$ cat config.mk
export PLATFORM = sky130hd
export DESIGN_NAME = serdes_hdr_err_inject
export DESIGN_NICKNAME = d
export VERILOG_FILES = /design/src/rtl/serdes_hdr_err_inject_pkg.sv /design/src/rtl/serdes_hdr_err_inject.sv
export SDC_FILE = /design/constraint.sdc
export NUM_CORES = 1
export LEC_CHECK = 0
export BUFFER_PORTS_ARGS = -buffer_cell sky130_fd_sc_hd__buf_2
export CAP_MARGIN = 20
export CELL_PAD_IN_SITES_DETAIL_PLACEMENT = 1
export CELL_PAD_IN_SITES_GLOBAL_PLACEMENT = 2
export CORE_ASPECT_RATIO = 0.8
export CORE_UTILIZATION = 28
export CTS_CLUSTER_SIZE = 12
export DETAILED_ROUTE_END_ITERATION = 16
export PLACE_DENSITY = 0.79
export SYNTH_ARGS = -nofsm -noshare
export SYNTH_HDL_FRONTEND = slang
export SYNTH_SLANG_ARGS = --single-unit
$ cat constraint.sdc
create_clock -name rx_clk -period 6 [get_ports rx_clk]
set_input_delay 1.2 -clock rx_clk [delete_from_list [all_inputs] [get_ports rx_clk]]
set_output_delay 1.2 -clock rx_clk [all_outputs]
set_load 0.02 [all_outputs]
$ cat src/rtl/serdes_hdr_err_inject_pkg.sv
// Shared types and constants for the SERDES sync-header error injector.
package serdes_hdr_err_inject_pkg;

    localparam int unsigned STATE_WIDTH = 3;

    typedef enum logic [STATE_WIDTH-1:0] {
        ST_IDLE   = 3'd0,
        ST_WAIT   = 3'd1,
        ST_INJECT = 3'd2,
        ST_GAP    = 3'd3,
        ST_DONE   = 3'd4
    } state_t;

    localparam logic [1:0] HDR_DATA  = 2'b01;
    localparam logic [1:0] HDR_CTRL  = 2'b10;
    localparam logic [1:0] HDR_BAD00 = 2'b00;
    localparam logic [1:0] HDR_BAD11 = 2'b11;

    // Only the two legal 64b/66b sync headers take part in counting.
    function automatic logic hdr_is_valid(input logic [1:0] hdr);
        return (hdr == HDR_DATA) || (hdr == HDR_CTRL);
    endfunction

endpackage

$ cat src/rtl/serdes_hdr_err_inject.sv
// One-cycle 66-bit block pass-through that replaces a programmed pattern of
// valid sync headers with an illegal header, for block-lock and BER testing.
module serdes_hdr_err_inject
    import serdes_hdr_err_inject_pkg::*;
#(
    parameter int unsigned DATA_WIDTH = 64,
    parameter int unsigned HDR_WIDTH  = 2,
    parameter int unsigned CNT_WIDTH  = 16
) (
    input  logic                  rx_clk,
    input  logic                  rx_rst,
    input  logic [DATA_WIDTH-1:0] in_data,
    input  logic [HDR_WIDTH-1:0]  in_hdr,
    output logic [DATA_WIDTH-1:0] out_data,
    output logic [HDR_WIDTH-1:0]  out_hdr,
    input  logic                  cfg_enable,
    input  logic [CNT_WIDTH-1:0]  cfg_start_count,
    input  logic [CNT_WIDTH-1:0]  cfg_inject_count,
    input  logic [CNT_WIDTH-1:0]  cfg_spacing,
    input  logic [HDR_WIDTH-1:0]  cfg_bad_hdr,
    input  logic                  start,
    output logic                  busy,
    output logic                  done,
    output logic [CNT_WIDTH-1:0]  injected_count,
    output logic [CNT_WIDTH-1:0]  passed_count
);

    state_t               state;
    state_t               state_next;
    logic [CNT_WIDTH-1:0] start_count_q;
    logic [CNT_WIDTH-1:0] inject_count_q;
    logic [CNT_WIDTH-1:0] spacing_q;
    logic [HDR_WIDTH-1:0] bad_hdr_q;
    logic [CNT_WIDTH-1:0] step_cnt;

    logic [CNT_WIDTH-1:0] start_count_d;
    logic [CNT_WIDTH-1:0] inject_count_d;
    logic [CNT_WIDTH-1:0] spacing_d;
    logic [HDR_WIDTH-1:0] bad_hdr_d;
    logic [CNT_WIDTH-1:0] step_d;
    logic [CNT_WIDTH-1:0] injected_d;
    logic [CNT_WIDTH-1:0] passed_d;
    logic                 busy_d;
    logic                 done_d;
    logic                 corrupt_c;
    logic                 hdr_valid_c;

    // Next-state, counter and corruption decode.
    always_comb begin
        state_next     = state;
        start_count_d  = start_count_q;
        inject_count_d = inject_count_q;
        spacing_d      = spacing_q;
        bad_hdr_d      = bad_hdr_q;
        step_d         = step_cnt;
        injected_d     = injected_count;
        passed_d       = passed_count;
        corrupt_c      = 1'b0;
        hdr_valid_c    = hdr_is_valid(in_hdr);

        if ((state != ST_IDLE) && !cfg_enable) begin
            state_next = ST_IDLE;
        end else begin
            case (state)
                ST_IDLE: begin
                    if (start && cfg_enable) begin
                        start_count_d  = cfg_start_count;
                        inject_count_d = cfg_inject_count;
                        spacing_d      = cfg_spacing;
                        bad_hdr_d      = cfg_bad_hdr;
                        step_d         = '0;
                        injected_d     = '0;
                        passed_d       = '0;
                        state_next     = (cfg_inject_count == '0) ? ST_DONE : ST_WAIT;
                    end
                end
                ST_WAIT: begin
                    if (start_count_q == '0) begin
                        state_next = ST_INJECT;
                    end else if (hdr_valid_c) begin
                        step_d   = step_cnt + CNT_WIDTH'(1);
                        passed_d = (passed_count == '1) ? passed_count
                                                        : passed_count + CNT_WIDTH'(1);
                        if (step_d == start_count_q) begin
                            state_next = ST_INJECT;
                        end
                    end
                end
                ST_INJECT: begin
                    if (hdr_valid_c) begin
                        corrupt_c  = 1'b1;
                        injected_d = injected_count + CNT_WIDTH'(1);
                        step_d     = '0;
                        if (injected_d == inject_count_q) begin
                            state_next = ST_DONE;
                        end else if (spacing_q != '0) begin
                            state_next = ST_GAP;
                        end
                    end
                end
                ST_GAP: begin
                    if (hdr_valid_c) begin
                        step_d   = step_cnt + CNT_WIDTH'(1);
                        passed_d = (passed_count == '1) ? passed_count
                                                        : passed_count + CNT_WIDTH'(1);
                        if (step_d == spacing_q) begin
                            state_next = ST_INJECT;
                        end
                    end
                end
                ST_DONE: begin
                    state_next = ST_IDLE;
                end
                default: begin
                    state_next = ST_IDLE;
                end
            endcase
        end

        busy_d = (state_next == ST_WAIT) || (state_next == ST_INJECT) ||
                 (state_next == ST_GAP);
        done_d = (state_next == ST_DONE);
    end

    // State register.
    always_ff @(posedge rx_clk or posedge rx_rst) begin
        if (rx_rst) begin
            state <= ST_IDLE;
        end else begin
            state <= state_next;
        end
    end

    // Datapath, latched configuration and status registers.
    always_ff @(posedge rx_clk or posedge rx_rst) begin
        if (rx_rst) begin
            out_data       <= '0;
            out_hdr        <= '0;
            start_count_q  <= '0;
            inject_count_q <= '0;
            spacing_q      <= '0;
            bad_hdr_q      <= '0;
            step_cnt       <= '0;
            injected_count <= '0;
            passed_count   <= '0;
            busy           <= 1'b0;
            done           <= 1'b0;
        end else begin
            out_data       <= in_data;
            out_hdr        <= corrupt_c ? bad_hdr_q : in_hdr;
            start_count_q  <= start_count_d;
            inject_count_q <= inject_count_d;
            spacing_q      <= spacing_d;
            bad_hdr_q      <= bad_hdr_d;
            step_cnt       <= step_d;
            injected_count <= injected_d;
            passed_count   <= passed_d;
            busy           <= busy_d;
            done           <= done_d;
        end
    end

    // A legal sync header as the replacement would not disturb block lock.
    bad_hdr_legal: assert property (@(posedge rx_clk) disable iff (rx_rst)
        ((state == ST_IDLE) && start && cfg_enable) |->
        ((cfg_bad_hdr == HDR_BAD00) || (cfg_bad_hdr == HDR_BAD11)));

endmodule

==> summary.md <==
| Metric | Value |
|---|---|
| Status | `completed` |
| Total setup buffers inserted after CTS | `0` |
| Die outline width | `around 190 um` |
| Leading post-synthesis cells by instance count | `nand2_1, dfrtp_1, nor2_1` |
| Wire length of the first global-routing pass | `just over 40000 um` |
| Area enclosed by the die boundary | `~29000 um^2` |
| Post-Syn Area | `about 8000 um^2` |
| Top post-synthesis cells by area | `dfrtp_1, nand2_1, xnor2_1` |
| Part of the cycle the worst path needs | `between 50% and 60%` |
| DR vias/cell | `just under 5` |
| Number of resized instances in the post-cts repair step | `0` |
| Share of flip-flops with an asynchronous set or reset | `between 90% and 100%` |
| Delay of the slowest cell on the worst path | `910 ps` |
| Total of flip-flops plus latches after synthesis | `between 150 and 200` |
| Placement-stage worst setup slack | `2640 ps` |
| RePlAce Congestion | `about 0.84` |
| Initial antenna violation count | `0` |
| Final Max Tran Viols | `0` |
| Portion of synthesized cell area occupied by the leading cell type | `52.8%` |
| Worst hold margin | `roughly 480 ps` |
| Net count after synthesis | `between 900 and 1000` |
| Count of routing violations after the opening detailed-route iteration | `400` |
| Via count of the first global-routing pass | `around 7200` |
| Initial Utilization | `28.9%` |
| Yosys warnings | `0` |
| # rows | `54` |
| Min cycle time layout | `around 3400 ps` |
| Highest Clock Rate | `a little under 300 MHz` |
| Max capacitance violation total | `0` |
| TritonCTS clock tree | `done` |
| Clock insertion delay at the later pin of the skew report | `440 ps` |
| Slew at the pin closest to its max-slew limit | `~990 ps` |
| Critical path startpoint category | `register` |
| Unrepaired setup endpoints after global routing | `no` |
| Cell at the slowest stage of the critical path | `nor4_1` |
| Clock slew seen by the registers of the worst setup and hold paths | `approximately 80 ps` |
| Type of the setup path with the least slack | `reg2reg` |
| Final setup violation count | `0` |
| Cell at the root of the clock tree | `clkbuf_16` |
| Remaining DRCs | `0` |
| Count of flip-flops with a built-in enable after synthesis | `0` |
| CTS buffer count | `17` |
| Hold bufs inserted after CTS | `0` |
| Cells after synthesis | `841` |
| Critical Path, Cell by Cell | `nand3_1 > nor4_1 > xnor2_1 > nor4b_1 > nand4_1 > o21ai_1 > a21bo_1` |
| Worst setup margin | `2620 ps` |
| Diodes inserted | `0` |
| Detailed-routing iteration count for the pre-antenna-repair pass | `4` |
| Buffer depth of the longest clock path | `2` |
| Clock Skews | `17.2 ps` |
| Most used DFF post-synth | `dfrtp_1` |
| Overall die height | `roughly 150 um` |
| Relative area change from synthesis to final layout | `24.6%` |
| Number of clock sinks | `169` |
| Top cell family by delay on the critical path | `simple AND/OR/NAND/NOR gates` |
| Overall global routing resource usage | `approximately 18%` |
| Final routed wirelength across all metal layers | `approximately 26000 um` |
| Launch instance of the worst register-to-register path | `injected_count[2]$_DFFE_PP0P_` |
| Largest net degree at the start of global routing | `between 80 and 90` |
| Ports | `220` |
| VDD IR max | `0.000189 V` |
| Routed via count | `about 7000` |
| Path category of the worst min-delay check | `reg2reg` |
| Cell with the most instances after synthesis | `nand2_1` |
| Yosys cell types | `slightly above 70` |
| Arrival time reported for the critical path endpoint | `between 3000 and 4000 ps` |
| Worst slew margin relative to its limit | `roughly 34%` |
| Routed WL per cell | `between 15 and 20 um` |
| Overall power of the completed layout | `around 2.9 mW` |
| Total core area | `27700 um^2` |
| Detail Placement HPWL | `about 20000 um` |
| Power per Cell Area | `around 300 nW/um^2` |
| Critical Path End Type | `register` |
| CP Data Required Time | `between 6000 and 7000 ps` |
| Share of layout cells above drive strength 1 | `about a quarter` |
| CP max FO | `15` |
| Total congestion overflow after global routing | `0` |
| Fin. Hold Viols | `0` |
| Average instance area after synthesis | `~9.5 um^2` |
| H-tree levels | `4` |
| CP bufs+invs | `0` |
| Slack of the worst reg-to-reg path | `~2600 ps` |
| Buffers on Ports | `between 200 and 250` |
| Share of the yosys chip area belonging to registers | `52.8%` |
| Total negative slack | `0 ps` |
| Worst setup path start | `injected_count[2]$_DFFE_PP0P_` |
| Nets@finish | `around 1200` |
| Lkg Pwr | `approximately 4.7 nW` |
| Number of routed nets with antenna violations | `0` |
| Area leader, netlist | `dfrtp_1` |
| Worst hold path startpoint | `bad_hdr_q[1]$_DFFE_PP0P_` |
cells by family after synthesis:
family	synth area share, %
AO/OA/AOI/OAI	11.0
XOR/XNOR	8.58
adder cells (fa/ha/maj)	0.469
buffers and inverters	3.14
flip-flops	52.8
multiplexers	0.547
AND/OR/NAND/NOR	23.5
worst paths after layout:
check / endpoint / cells after the start
worst max-delay path: state[1]$_DFF_PP0_ / 7
worst min-delay path: bad_hdr_q[1]$_DFFE_PP0P_ / 2
worst max register to register: state[1]$_DFF_PP0_ / 7
worst min register to register: bad_hdr_q[1]$_DFFE_PP0P_ / 2
max in group asynchronous: out_hdr[1]$_DFF_PP0_ / 3
min in group asynchronous: out_data[59]$_DFF_PP0_ / 2
final cells by class:
| cell class | instances | area, um^2 |
|---|---|---|
| fill | 3267 | 17700 |
| sequential | 169 | 4230 |
| multi-input combinational | 613 | 3540 |
| timing repair buffer | 223 | 1140 |
| clock buffer | 21 | 470 |
| tap | 364 | 455 |
| clock inverter | 11 | 87.6 |
| inverter | 15 | 61.3 |
metrics by stage:
| stage | util [%] | cell area, um^2 | cells |
|---|---|---|---|
| 2_1_floorplan | - | 8010 | 841 |
| 3_3_place_gp | 34.0 | 9420 | 1384 |
| 3_5_place_dp | 34.0 | 9420 | 1384 |
| 4_1_cts | 36.0 | 9980 | 1416 |
| 5_1_grt | 36.0 | 9980 | 1416 |
| 6_report | 36.0 | 9980 | 1416 |
layout by cell type (no fill, tap or decap), drive strengths merged, types with 7 or more instances in the layout:
cell    count
nand4      22
xnor2      50
o31ai      13
buf       223
a21oi      21
xor2       24
o41ai       7
nor4       24
inv        19
nor3       21
nor2b       7
nor2       50
o21ai      50
or3        11
and3        9
nand2     192
nand3      30
nand2b     10
dfrtp     169
clkbuf     21
power breakdown:
part	switching [mW]	total (mW)	internal [mW]
logic	0.288	0.479	0.191
registers	0.119	1.36	1.24
clock network	0.499	1.07	0.570
total	0.906	2.91	2.00
tightest hold or removal path, stage by stage (launching register included):
cell and delay [ps]:
dfrtp_1 340, nand2_1 50, nand2_1 50
flip-flops by register name, indices dropped and copies added, names as in the netlist, 3 cells and up:
register        cells
out_data           64
inject_count_q     16
injected_count     16
passed_count       16
spacing_q          16
start_count_q      16
step_cnt           16
state               3
metal layers:
layer / vias to the layer above / routed length (um) / global-route usage, %
li1: 3310 / - / -
met1: 3486 / 13200 / 26.7
met2: 224 / 11400 / 27.8
met3: 17 / 1580 / 3.93
met4: 0 / 243 / 4.65
met5: - / 0 / 0
Power figures use the tool's default switching activity.
